### src/rtl/mult_defs_pkg.sv
// Shared definitions for the sequential multiplier: FSM state encoding and default sizes.
package mult_defs;

  localparam int MULT_WIDTH = 64;
  localparam int MULT_CNT_W = 7;

  typedef enum logic [1:0] {
    S_IDLE = 2'd0,
    S_RUN  = 2'd1,
    S_DONE = 2'd2
  } state_t;

endpackage

### src/rtl/seq_mult_64_acc_adder.sv
// Combinational accumulate step: acc + mcand when the current multiplier bit is set, else acc.
module mult_acc_adder #(
  parameter int WIDTH = 64
) (
  input  logic [2*WIDTH-1:0] i_acc,
  input  logic [2*WIDTH-1:0] i_mcand,
  input  logic               i_en,
  output logic [2*WIDTH-1:0] o_sum
);

  assign o_sum = i_en ? (i_acc + i_mcand) : i_acc;

endmodule

### src/rtl/seq_mult_64.sv
// Iterative unsigned shift-add multiplier, one multiplier bit per clock, Start/Busy/Done handshake.
// Optional MULT_EARLY_TERM_EN: leave RUN as soon as no set multiplier bits remain.
module seq_mult_64
  import mult_defs::*;
#(
  parameter int WIDTH = MULT_WIDTH,
  parameter int CNT_W = MULT_CNT_W
) (
  input  logic               Clk,
  input  logic               Reset,
  input  logic               Start,
  input  logic [WIDTH-1:0]   A,
  input  logic [WIDTH-1:0]   B,
  output logic               Busy,
  output logic               Done,
  output logic [2*WIDTH-1:0] Product
);

  state_t               r_state;
  state_t               w_next_state;
  logic [2*WIDTH-1:0]   r_mcand;
  logic [WIDTH-1:0]     r_mplier;
  logic [2*WIDTH-1:0]   r_acc;
  logic [CNT_W-1:0]     r_cnt;
  logic [2*WIDTH-1:0]   r_product;
  logic [2*WIDTH-1:0]   w_sum;
  logic                 w_accept;
  logic                 w_last;

  mult_acc_adder #(.WIDTH(WIDTH)) u_adder (
    .i_acc   (r_acc),
    .i_mcand (r_mcand),
    .i_en    (r_mplier[0]),
    .o_sum   (w_sum)
  );

  // Start is only honoured when no operation is in flight (IDLE or DONE).
  assign w_accept = Start && (r_state != S_RUN);

`ifdef MULT_EARLY_TERM_EN
  assign w_last = (r_cnt == CNT_W'(WIDTH - 1)) || (r_mplier[WIDTH-1:1] == '0);
`else
  assign w_last = (r_cnt == CNT_W'(WIDTH - 1));
`endif

  always_comb begin
    // NOTE: every output of a combinational block gets a default first so no latch is inferred.
    w_next_state = r_state;
    case (r_state)
      S_IDLE:  if (w_accept) w_next_state = S_RUN;
      S_RUN:   if (w_last)   w_next_state = S_DONE;
      S_DONE:  w_next_state = w_accept ? S_RUN : S_IDLE;
      default: w_next_state = S_IDLE;
    endcase
  end

  // NOTE: sequential state uses non-blocking assignments so all registers update together.
  always_ff @(posedge Clk or posedge Reset) begin
    if (Reset) begin
      r_state <= S_IDLE;
    end else begin
      r_state <= w_next_state;
    end
  end

  always_ff @(posedge Clk or posedge Reset) begin
    if (Reset) begin
      r_mcand   <= '0;
      r_mplier  <= '0;
      r_acc     <= '0;
      r_cnt     <= '0;
      r_product <= '0;
    end else if (w_accept) begin
      r_mcand  <= {{WIDTH{1'b0}}, A};
      r_mplier <= B;
      r_acc    <= '0;
      r_cnt    <= '0;
    end else if (r_state == S_RUN) begin
      r_acc    <= w_sum;
      r_mcand  <= r_mcand << 1;
      r_mplier <= r_mplier >> 1;
      r_cnt    <= r_cnt + CNT_W'(1);
      // Product only moves on the final RUN edge and holds otherwise.
      if (w_last) r_product <= w_sum;
    end
  end

  assign Busy    = (r_state == S_RUN);
  assign Done    = (r_state == S_DONE);
  assign Product = r_product;

endmodule

### config.mk
export PLATFORM = sky130hd
export DESIGN_NAME = seq_mult_64
export DESIGN_NICKNAME = d
export VERILOG_FILES = /design/src/rtl/mult_defs_pkg.sv /design/src/rtl/seq_mult_64_acc_adder.sv /design/src/rtl/seq_mult_64.sv
export SDC_FILE = /design/constraint.sdc
export NUM_CORES = 1
export LEC_CHECK = 0
export CAP_MARGIN = 10
export CORE_MARGIN = 2
export CORE_UTILIZATION = 55
export DETAILED_ROUTE_END_ITERATION = 12
export GPL_TIMING_DRIVEN = 0
export HOLD_SLACK_MARGIN = 0.02
export PLACE_DENSITY = 0.87
export REMOVE_ABC_BUFFERS = 1
export SYNTH_ARGS = -nofsm -noshare
export SYNTH_HDL_FRONTEND = slang
export SYNTH_SLANG_ARGS = --single-unit
export TNS_END_PERCENT = 20
### constraint.sdc
create_clock -name Clk -period 20.4 [get_ports Clk]
set_input_delay 5.1 -clock Clk [delete_from_list [all_inputs] [get_ports Clk]]
set_output_delay 5.1 -clock Clk [all_outputs]
set_load 0.03 [all_outputs]
==> key figures <==
Global routing
  • First-pass GRT wire length: 129000 µm
  • Initial antenna violation count: 0
  • GRT overflow: 0
  • Largest net degree at the start of global routing: between 150 and 200
  • GRT Total Usage: 0.302
  • Number of global-route vias before repair: roughly 24000

Setup path
  • Worst path bufs/invs: 4
  • Required time worst endpoint: 15.30 ns
  • Crit Path Category: reg -> out
  • RR Startpoint: r_state[1]
  • Crit. Startpoint: r_state[1]
  • Critical Path Fanout Max: about 170
  • CP top delay family: buffers and inverters
  • Most frequent CP cell: buf_16
  • CP peak stage delay: about 0.8 ns
  • Arr. time, crit path: 4.08 ns
  • CP Cell Sequence: nand2b_4 -> buf_16 -> inv_8 -> buf_16 -> clkdlybuf4s50_1
  • CP max-delay cell: clkdlybuf4s50_1
  • CP startpoint kind: flip-flop
  • Worst Setup End Kind: output port

Synthesis
  • Netlist cell types: a little over 80
  • EDFF count, synth: 0
  • Number of synthesized register bits: about 460
  • Commonest cells post-synth: 540 x nand2_1, 457 x dfrtp_1, 386 x o21ai_0, 264 x a21oi_1, 212 x mux2i_1
  • Synth area leader: dfrtp_1
  • Top area cells in the synthesized netlist: dfrtp_1 41%, mux2i_1 7.7%, nand2_1 7.3%
  • Cell count after synthesis: 3128
  • Sequential share of the synthesized area: 0.414
  • Mapped Area: 27600 µm²
  • Synth warn: 0
  • Async SR Flop Fraction: 1.00
  • Syn_area_per_cell: about 8.8 µm²
  • Post-synth top area share: 0.414
  • Top-count cell post-synth: nand2_1
  • Top_reg_cell synth: dfrtp_1

STA
  • Top achievable clock speed: 109 MHz
  • Max-Slew Margin vs Limit: 0.416
  • Setup Viol. Count Final: 0
  • Clk_skew: roughly 0.04 ns
  • Final min period: 9.18 ns
  • Final Cycle Share: 0.450
  • Max-slew violations: 0
  • Setup TNS: 0 ns
  • Worst slew pin tran: a little under 0.9 ns
  • Hold Vio Cnt, Final: 0
  • RSZ-0062 raised after global routing: no

CTS
  • Post-CTS Setup Repair Bufs: 0
  • Post-CTS Resized: 0
  • TritonCTS clock tree: done
  • Max clock buf depth: 3
  • Worst skew pair latency: approximately 0.62 ns
  • CTS hold repair buffers: 0
  • Clk slew on worst S/H paths: ~0.06 ns
  • Root Driver: clkbuf_16
  • CTS sink count: 457
  • CTS H-Tree Depth: 2
  • CTS Buf Count: 50

Die
  • Die height: about 230 µm
  • Placeable Area: between 40000 and 50000 µm²
  • Initial Util: 0.555
  • Ports: 261
  • DIE WIDTH: 228 µm
  • Die ar.: ~52000 µm²
  • Row Count: roughly 80

Routing
  • Vias per cell: between 6 and 7
  • Final WL: between 70000 and 80000 µm
  • Antenna Violating Nets Remaining: 0
  • Drt wl/cell: 20.1 µm
  • DRC Markers: 0
  • Initial drt markers: between 2000 and 2500
  • Vias: 24500
  • Total iterations of the first detailed-routing run: 6

Placement
  • RD Place Congestion: around 0.95
  • Input/output buffers: 260
  • Area after DPL: slightly above 30000 µm²
  • Post-DP HPWL: 56800 µm

Outcome
  • Status: finished, final reports clean

Final layout
  • Synth-to-layout area growth: 18.0%
  • Filler Cell Count: between 4000 and 5000
  • Final Instance Area: 32600 µm²
  • Area of the multi-input gates: 15300 µm²
  • Final #Nets: between 3000 and 4000
  • Antenna cells: 0
  • Share of cells above drive strength 1: 0.0440
  • Reg area: between 10000 and 15000 µm²

Worst hold path
  • Worst hold path startpoint: r_mplier[22]
  • Hold Path Class: reg -> reg

Pwr
  • PD cells: 197 nW/µm²
  • P_leak: between 10 and 15 nW
  • Peak VDD IR: ~0.11 mV

Run
  • Max cap viols: 0
-- layout make-up --
type | count | area share
Multi-Input combinational cell | 2426 | 0.469
Sequential cell | 457 | 0.351
Timing Repair Buffer | 278 | 0.0940
Clock buffer | 74 | 0.0465
Tap cell | 672 | 0.0258
Clock inverter | 18 | 0.00863
Inverter | 41 | 0.00518
-- cell families after synthesis --
group | count (synthesis) | share of synthesized area
adder cells (fa/ha/maj) | 129 | 0.0586
flip-flops | 457 | 0.414
multiplexers | 213 | 0.0772
AO/OA/AOI/OAI | 964 | 0.210
AND/OR/NAND/NOR | 995 | 0.167
XOR/XNOR | 125 | 0.0396
buffers and inverters | 245 | 0.0342
-- cells in the final DEF (no fill, tap or decap), types with 6 or more instances in the layout --
cell type        count
a211oi_1            10
a21boi_0             9
a21o_1              50
a21oi_1            263
a221o_1              6
a22o_1              79
a31oi_1             12
and3_1              16
buf_16              13
bufinv_16            7
clkbuf_1            10
clkbuf_16           53
clkbuf_8            11
clkdlybuf4s50_1    259
dfrtp_1            456
ha_1               128
inv_1               37
mux2i_1            212
nand2_1            539
nand2b_1            10
nand3_1             15
nand3b_1           106
nand4_1             69
nor2_1             156
nor2b_1             11
nor3_1              27
nor4_1              10
o211ai_1            10
o21a_1              21
o21ai_0            386
o21ai_1             14
o21bai_1            38
o31ai_1             11
or2_2                6
or3_1                6
xnor2_1             73
xor2_1              52
-- worst register-to-register path: cells and delay by family, from the launching register on --
kind            cells  cell delay, ns
buf+inv             6            2.67
simple gates        3            1.85
flops               1            0.39
compound gates      1            0.44
-- routing by layer --
metal  track usage  vias to the layer above  routed length (µm)
met5             0                        -                   0
met4         0.102                        0                2510
met3        0.0456                      169                4920
met2         0.484                      896               37000
met1         0.420                    12000               35200
li1              -                    11400                   -
-- report_power, final --
part	switching [mW]	internal, mW	leakage [nW]
clock	0.387	0.602	0.867
sequential	0.335	1.31	5.90
combinational	2.36	1.43	7.93
total	3.08	3.34	14.7
-- registers in the layout, summed over array words and instances (netlist names) --
register,cells
r_state,2
Product,128
r_acc,128
r_mcand,128
r_cnt,7
r_mplier,64
-- worst paths after layout --
check,to,slack (ns),depth (start not counted)
setup / recovery,Busy,11.22,5
hold / removal,r_mplier[21],0.47,2
setup reg to reg,Product[121],14.95,10
hold reg to reg,r_mplier[21],0.47,2
max in group asynchronous,r_mplier[20],13.70,4
min in group asynchronous,Product[4],5.07,2
-- metrics by stage --
stage / hold slack [ns] / worst slack (ns) / util / total power, mW / instances
floorplan: 0.449 / 2.56 / - / 4.19 / 2924
global placement: 0.455 / -11.06 / 0.608 / 5.31 / 3856
detailed placement: 0.468 / 11.89 / 0.618 / 5.34 / 3874
CTS: 0.481 / 11.24 / 0.654 / 6.37 / 3966
global route: 0.500 / 10.98 / 0.654 / 6.85 / 3966
finish: 0.475 / 11.22 / 0.654 / 6.42 / 3966
No activity file was read; power rests on OpenSTA's default activity.
